<file path="src/rtl/uart_rx.sv">
// Oversampled 8-data-bit UART receiver with one parity bit and one stop bit.
// Bits are sampled at their midpoint, and a frame is only started by a fresh falling edge on the line.
module uart_rx #(
   parameter int OVERSAMPLE = 16,
   parameter bit PARITY_ODD = 1'b0
) (
   input  logic       baud_clk,
   input  logic       reset,
   input  logic       rx,
   output logic [7:0] dout,
   output logic       parity_bit,
   output logic       valid,
   output logic       receiving,
   output logic       parity_err,
   output logic       framing_err
);

   localparam int CW = $clog2(OVERSAMPLE);
   localparam logic [CW-1:0] CNT_LAST = CW'(OVERSAMPLE - 1);
   localparam logic [CW-1:0] CNT_MID  = CW'(OVERSAMPLE / 2 - 1);

   typedef enum logic [2:0] {IDLE, START, DATA, PARITY, STOP} state_t;

   state_t        state, state_next;
   logic [CW-1:0] cnt, cnt_next;
   logic [2:0]    idx, idx_next;
   logic [7:0]    shreg, shreg_next;
   logic          par_rx, par_rx_next;
   logic          rx_meta, rx_s, rx_d;
   logic [7:0]    dout_next;
   logic          parity_bit_next, valid_next, parity_err_next, framing_err_next;

   // The synchronizer resets to the idle-high level so reset never looks like a start edge.
   always_ff @(posedge baud_clk) begin
      if (reset) begin
         rx_meta <= 1'b1;
         rx_s    <= 1'b1;
         rx_d    <= 1'b1;
      end else begin
         rx_meta <= rx;
         rx_s    <= rx_meta;
         rx_d    <= rx_s;
      end
   end

   always_ff @(posedge baud_clk) begin
      if (reset) begin
         state       <= IDLE;
         cnt         <= '0;
         idx         <= '0;
         shreg       <= '0;
         par_rx      <= 1'b0;
         dout        <= '0;
         parity_bit  <= 1'b0;
         valid       <= 1'b0;
         parity_err  <= 1'b0;
         framing_err <= 1'b0;
      end else begin
         state       <= state_next;
         cnt         <= cnt_next;
         idx         <= idx_next;
         shreg       <= shreg_next;
         par_rx      <= par_rx_next;
         dout        <= dout_next;
         parity_bit  <= parity_bit_next;
         valid       <= valid_next;
         parity_err  <= parity_err_next;
         framing_err <= framing_err_next;
      end
   end

   assign receiving = (state != IDLE);

   always_comb begin
      state_next       = state;
      cnt_next         = cnt + 1'b1;
      idx_next         = idx;
      shreg_next       = shreg;
      par_rx_next      = par_rx;
      dout_next        = dout;
      parity_bit_next  = parity_bit;
      valid_next       = 1'b0;
      parity_err_next  = parity_err;
      framing_err_next = framing_err;
      case (state)
         IDLE: begin
            cnt_next = '0;
            if (rx_d && !rx_s) state_next = START;
         end
         // A start bit that is high again at its midpoint was only a glitch.
         START: begin
            if (cnt == CNT_MID) begin
               cnt_next   = '0;
               idx_next   = '0;
               state_next = rx_s ? IDLE : DATA;
            end
         end
         DATA: begin
            if (cnt == CNT_LAST) begin
               cnt_next        = '0;
               shreg_next[idx] = rx_s;
               if (idx == 3'd7) state_next = PARITY;
               else             idx_next   = idx + 3'd1;
            end
         end
         PARITY: begin
            if (cnt == CNT_LAST) begin
               cnt_next    = '0;
               par_rx_next = rx_s;
               state_next  = STOP;
            end
         end
         // Results are published only here, so they stay put between frames.
         STOP: begin
            if (cnt == CNT_LAST) begin
               cnt_next         = '0;
               dout_next        = shreg;
               parity_bit_next  = par_rx;
               parity_err_next  = (^shreg) ^ par_rx ^ PARITY_ODD;
               framing_err_next = !rx_s;
               valid_next       = 1'b1;
               state_next       = IDLE;
            end
         end
         default: state_next = IDLE;
      endcase
   end

endmodule

</file>
<file path="config.mk">
export PLATFORM = sky130hd
export DESIGN_NAME = uart_rx
export DESIGN_NICKNAME = d
export VERILOG_FILES = /design/src/rtl/uart_rx.sv
export SDC_FILE = /design/constraint.sdc
export NUM_CORES = 1
export LEC_CHECK = 0
export CORE_MARGIN = 3
export CORE_UTILIZATION = 45
export CTS_CLUSTER_DIAMETER = 150
export DETAILED_ROUTE_END_ITERATION = 10
export GPL_TIMING_DRIVEN = 0
export PLACE_DENSITY_LB_ADDON = 0.05
export SYNTH_ARGS = -nofsm -noshare
export SYNTH_HDL_FRONTEND = slang
export SYNTH_SLANG_ARGS = --single-unit
</file>
<file path="constraint.sdc">
create_clock -name baud_clk -period 2.3 [get_ports baud_clk]
set_clock_uncertainty 0.1 [all_clocks]
set_input_delay 0.345 -clock baud_clk [delete_from_list [all_inputs] [get_ports baud_clk]]
set_output_delay 0.345 -clock baud_clk [all_outputs]
set_load 0.05 [all_outputs]
</file>
==> metrics.txt <==
status=complete, no violations; P_sw=0.247 mW; combinational group share of total power=0.038; Rel. slew slack=0.662; top cell type's share of synthesized area=0.429; CTS Sinks=34; CTS tree=yes; Switching Share=0.201; Post-synth EDFFs=0; FF-to-FF path depth=7; synth top area cells=dfxtp_1 (43%), nand2_1 (6.1%), mux2i_1 (5.7%), a21oi_1 (5.4%), nor2_1 (3.1%); Die Area=4280 um^2; grt ovf=0; synth unique cells=41; Starting Density=0.496; Area Growth Syn to Fin=19.9%; cell chain of the critical path=buf_2 -> or3_1 -> dlygate4sd2_1; P per Cell Area=643 nW/um^2; Clock transition at path regs=0.11 ns; first drt pass iteration count=4; Worst setup EP type=primary output; Max Slew Vio Count=0; WHS Path Cells=1; synthesized area=1590 um^2; RD Place Congestion=0.833; row count=20; max_cap viols=0; worst path bufs/invs=2; total global-route track usage=0.177; hold slack final=0.325 ns; number of global-route vias before repair=1309; kind of critical path=reg2out; Die Wd=65.4 um; hold-fix buffer count after cts=0; # port buffers=15; DR vias/cell=5.38; final worst path period share=0.952; Yosys reg bits=34; via count=1307; Clock Power Share=0.474; Cells after Synth=176; final WL=3280 um; Core ar.=3200 um^2; Final HPWL DP=2430 um; global-route wire length before repair=5820 um; H-tree Lvls=2; CTS buffer count=5; CTS Root Cell=clkbuf_4; Final Critical Period=2.19 ns; yosys warns=0; initial antenna violation count=0; max incr delay on CP=0.52 ns; Async S/R FF share, synth=0; Hold Fails Final Rpt=0; RSZ-0062 raised after global routing=no; leakage power=0.706 nW; Nets=204; syn nets=182; Most used DFF post-synth=dfxtp_1; Max FO, Critical Path=10; Flop pwr share=0.488; n_diodes=0; worst skew pair latency=0.34 ns; share of cells above drive strength 1=0.111; Top Family by Delay on Critical Path=buffers and inverters; IO Pins=16; Routed Antenna Nets=0; class of the worst hold path=reg2reg; FILL cells=307; Critical Path AT=1.74 ns; Worst EP required=1.86 ns; Least-Margin Pin Slew=0.506 ns; CTS max path bufs=2; element type at the critical path start=flop; largest net degree at the start of global routing=12; Peak VDD IR=0.000423 V; Synth area leader=dfxtp_1; Final Setup Violations=0; Crit. path cell count=3; DR WL/cell=13.5 um; Worst path slowest cell=dlygate4sd2_1; Internal=0.978 mW; DR DRC count=0; TNS Setup=0 ns; die height=65.4 um; Avg Inst Size Synth=9.02 um^2; post-synthesis sequential area ratio=0.429; initial DRC count=83; fmax=457 MHz
[registers in the layout, indices dropped and copies added, names as in the netlist]
name,cells
state,3
dout,8
cnt,4
par_rx,1
valid,1
rx_d,1
parity_err,1
rx_s,1
framing_err,1
shreg,8
rx_meta,1
parity_bit,1
idx,3
[cell type report]
| type | instances | area (um^2) | area share |
|---|---|---|---|
| Clock inverter | 2 | 60.1 | 0.0316 |
| Sequential cell | 34 | 681 | 0.358 |
| Inverter | 3 | 11.3 | 0.00592 |
| Buffer | 10 | 43.8 | 0.0230 |
| Tap cell | 44 | 55.1 | 0.0289 |
| Timing Repair Buffer | 15 | 149 | 0.0782 |
| Multi-Input combinational cell | 129 | 852 | 0.448 |
| Clock buffer | 6 | 51.3 | 0.0270 |
[power groups by stage]
stage                     Clock [mW]  Combinational, mW  Sequential (mW)
after floorplan                    0             0.0334            0.609
after global placement             0             0.0473            0.611
after detailed placement           0             0.0474            0.611
after CTS                      0.591             0.0466            0.597
after global routing           0.617             0.0512            0.598
final                          0.581             0.0461            0.597
[Yosys cell counts, types with 2 or more instances]
| cell type | n |
|---|---|
| nand4b_1 | 2 |
| mux2i_1 | 9 |
| nand2b_1 | 2 |
| nand2_1 | 26 |
| dfxtp_1 | 34 |
| xnor2_1 | 2 |
| xnor3_1 | 2 |
| a21oi_1 | 17 |
| or2_2 | 3 |
| nor3b_1 | 2 |
| inv_1 | 3 |
| nor3_1 | 4 |
| nor2_1 | 13 |
| ha_1 | 3 |
| xor2_1 | 3 |
| or3_1 | 3 |
| clkbuf_1 | 5 |
| and3_1 | 2 |
| nor4_1 | 3 |
| nand3_1 | 8 |
| nand4_1 | 5 |
| buf_2 | 5 |
| o21ai_0 | 2 |
[per-stage QoR]
step | instance area, um^2 | utilization | instances | total power [mW] | worst slack, ns
2_1_floorplan | 1590 | - | 176 | 0.642 | 0.646
3_3_place_gp | 1790 | 0.560 | 235 | 0.658 | 0.231
3_5_place_dp | 1790 | 0.560 | 235 | 0.658 | 0.212
4_1_cts | 1900 | 0.594 | 243 | 1.24 | 0.0987
5_1_grt | 1900 | 0.594 | 243 | 1.27 | 0.0316
6_report | 1900 | 0.594 | 243 | 1.22 | 0.111
[routing by layer]
layer / part of all wire / global-route usage
met5: 0 / 0
met4: 0.023 / 0.0907
met3: 0.043 / 0.0444
met2: 0.47 / 0.284
met1: 0.47 / 0.217
[timing repair]
item	4_1_cts	5_1_grt
gates resized for setup	1	0
buffers inserted	0	0
setup endpoints to repair	1	0
[placed cells by master (no fill, tap or decap), types with 4 or more instances in the layout]
master	count
nand2_1	26
clkbuf_4	5
clkdlybuf4s50_1	14
nor2_1	13
mux2i_1	9
dfxtp_1	34
nand3_1	8
nand4_1	5
clkbuf_1	5
nor3_1	4
buf_2	5
a21oi_1	17
[final timing paths]
check                              from                      end  slack, ns
hold reg to reg      rx_meta$_SDFF_PP1_          rx_s$_SDFF_PP1_       0.33
setup / recovery  state[0]$_SDFFE_PP0P_                receiving       0.11
setup reg to reg      cnt[0]$_SDFF_PP0_  parity_bit$_SDFFE_PP0P_       0.36
hold / removal       rx_meta$_SDFF_PP1_          rx_s$_SDFF_PP1_       0.33
[kinds of logic after synthesis]
| logic type | after synthesis | synth area share |
|---|---|---|
| adders and majority gates | 3 | 0.0236 |
| DFF | 34 | 0.429 |
| and+or+nand+nor | 86 | 0.316 |
| AOI/OAI and AO/OA | 24 | 0.0843 |
| buffers and inverters | 13 | 0.0347 |
| muxes | 9 | 0.0567 |
| xor gates and xnor gates | 7 | 0.0560 |
No activity file was read; power rests on OpenSTA's default activity.
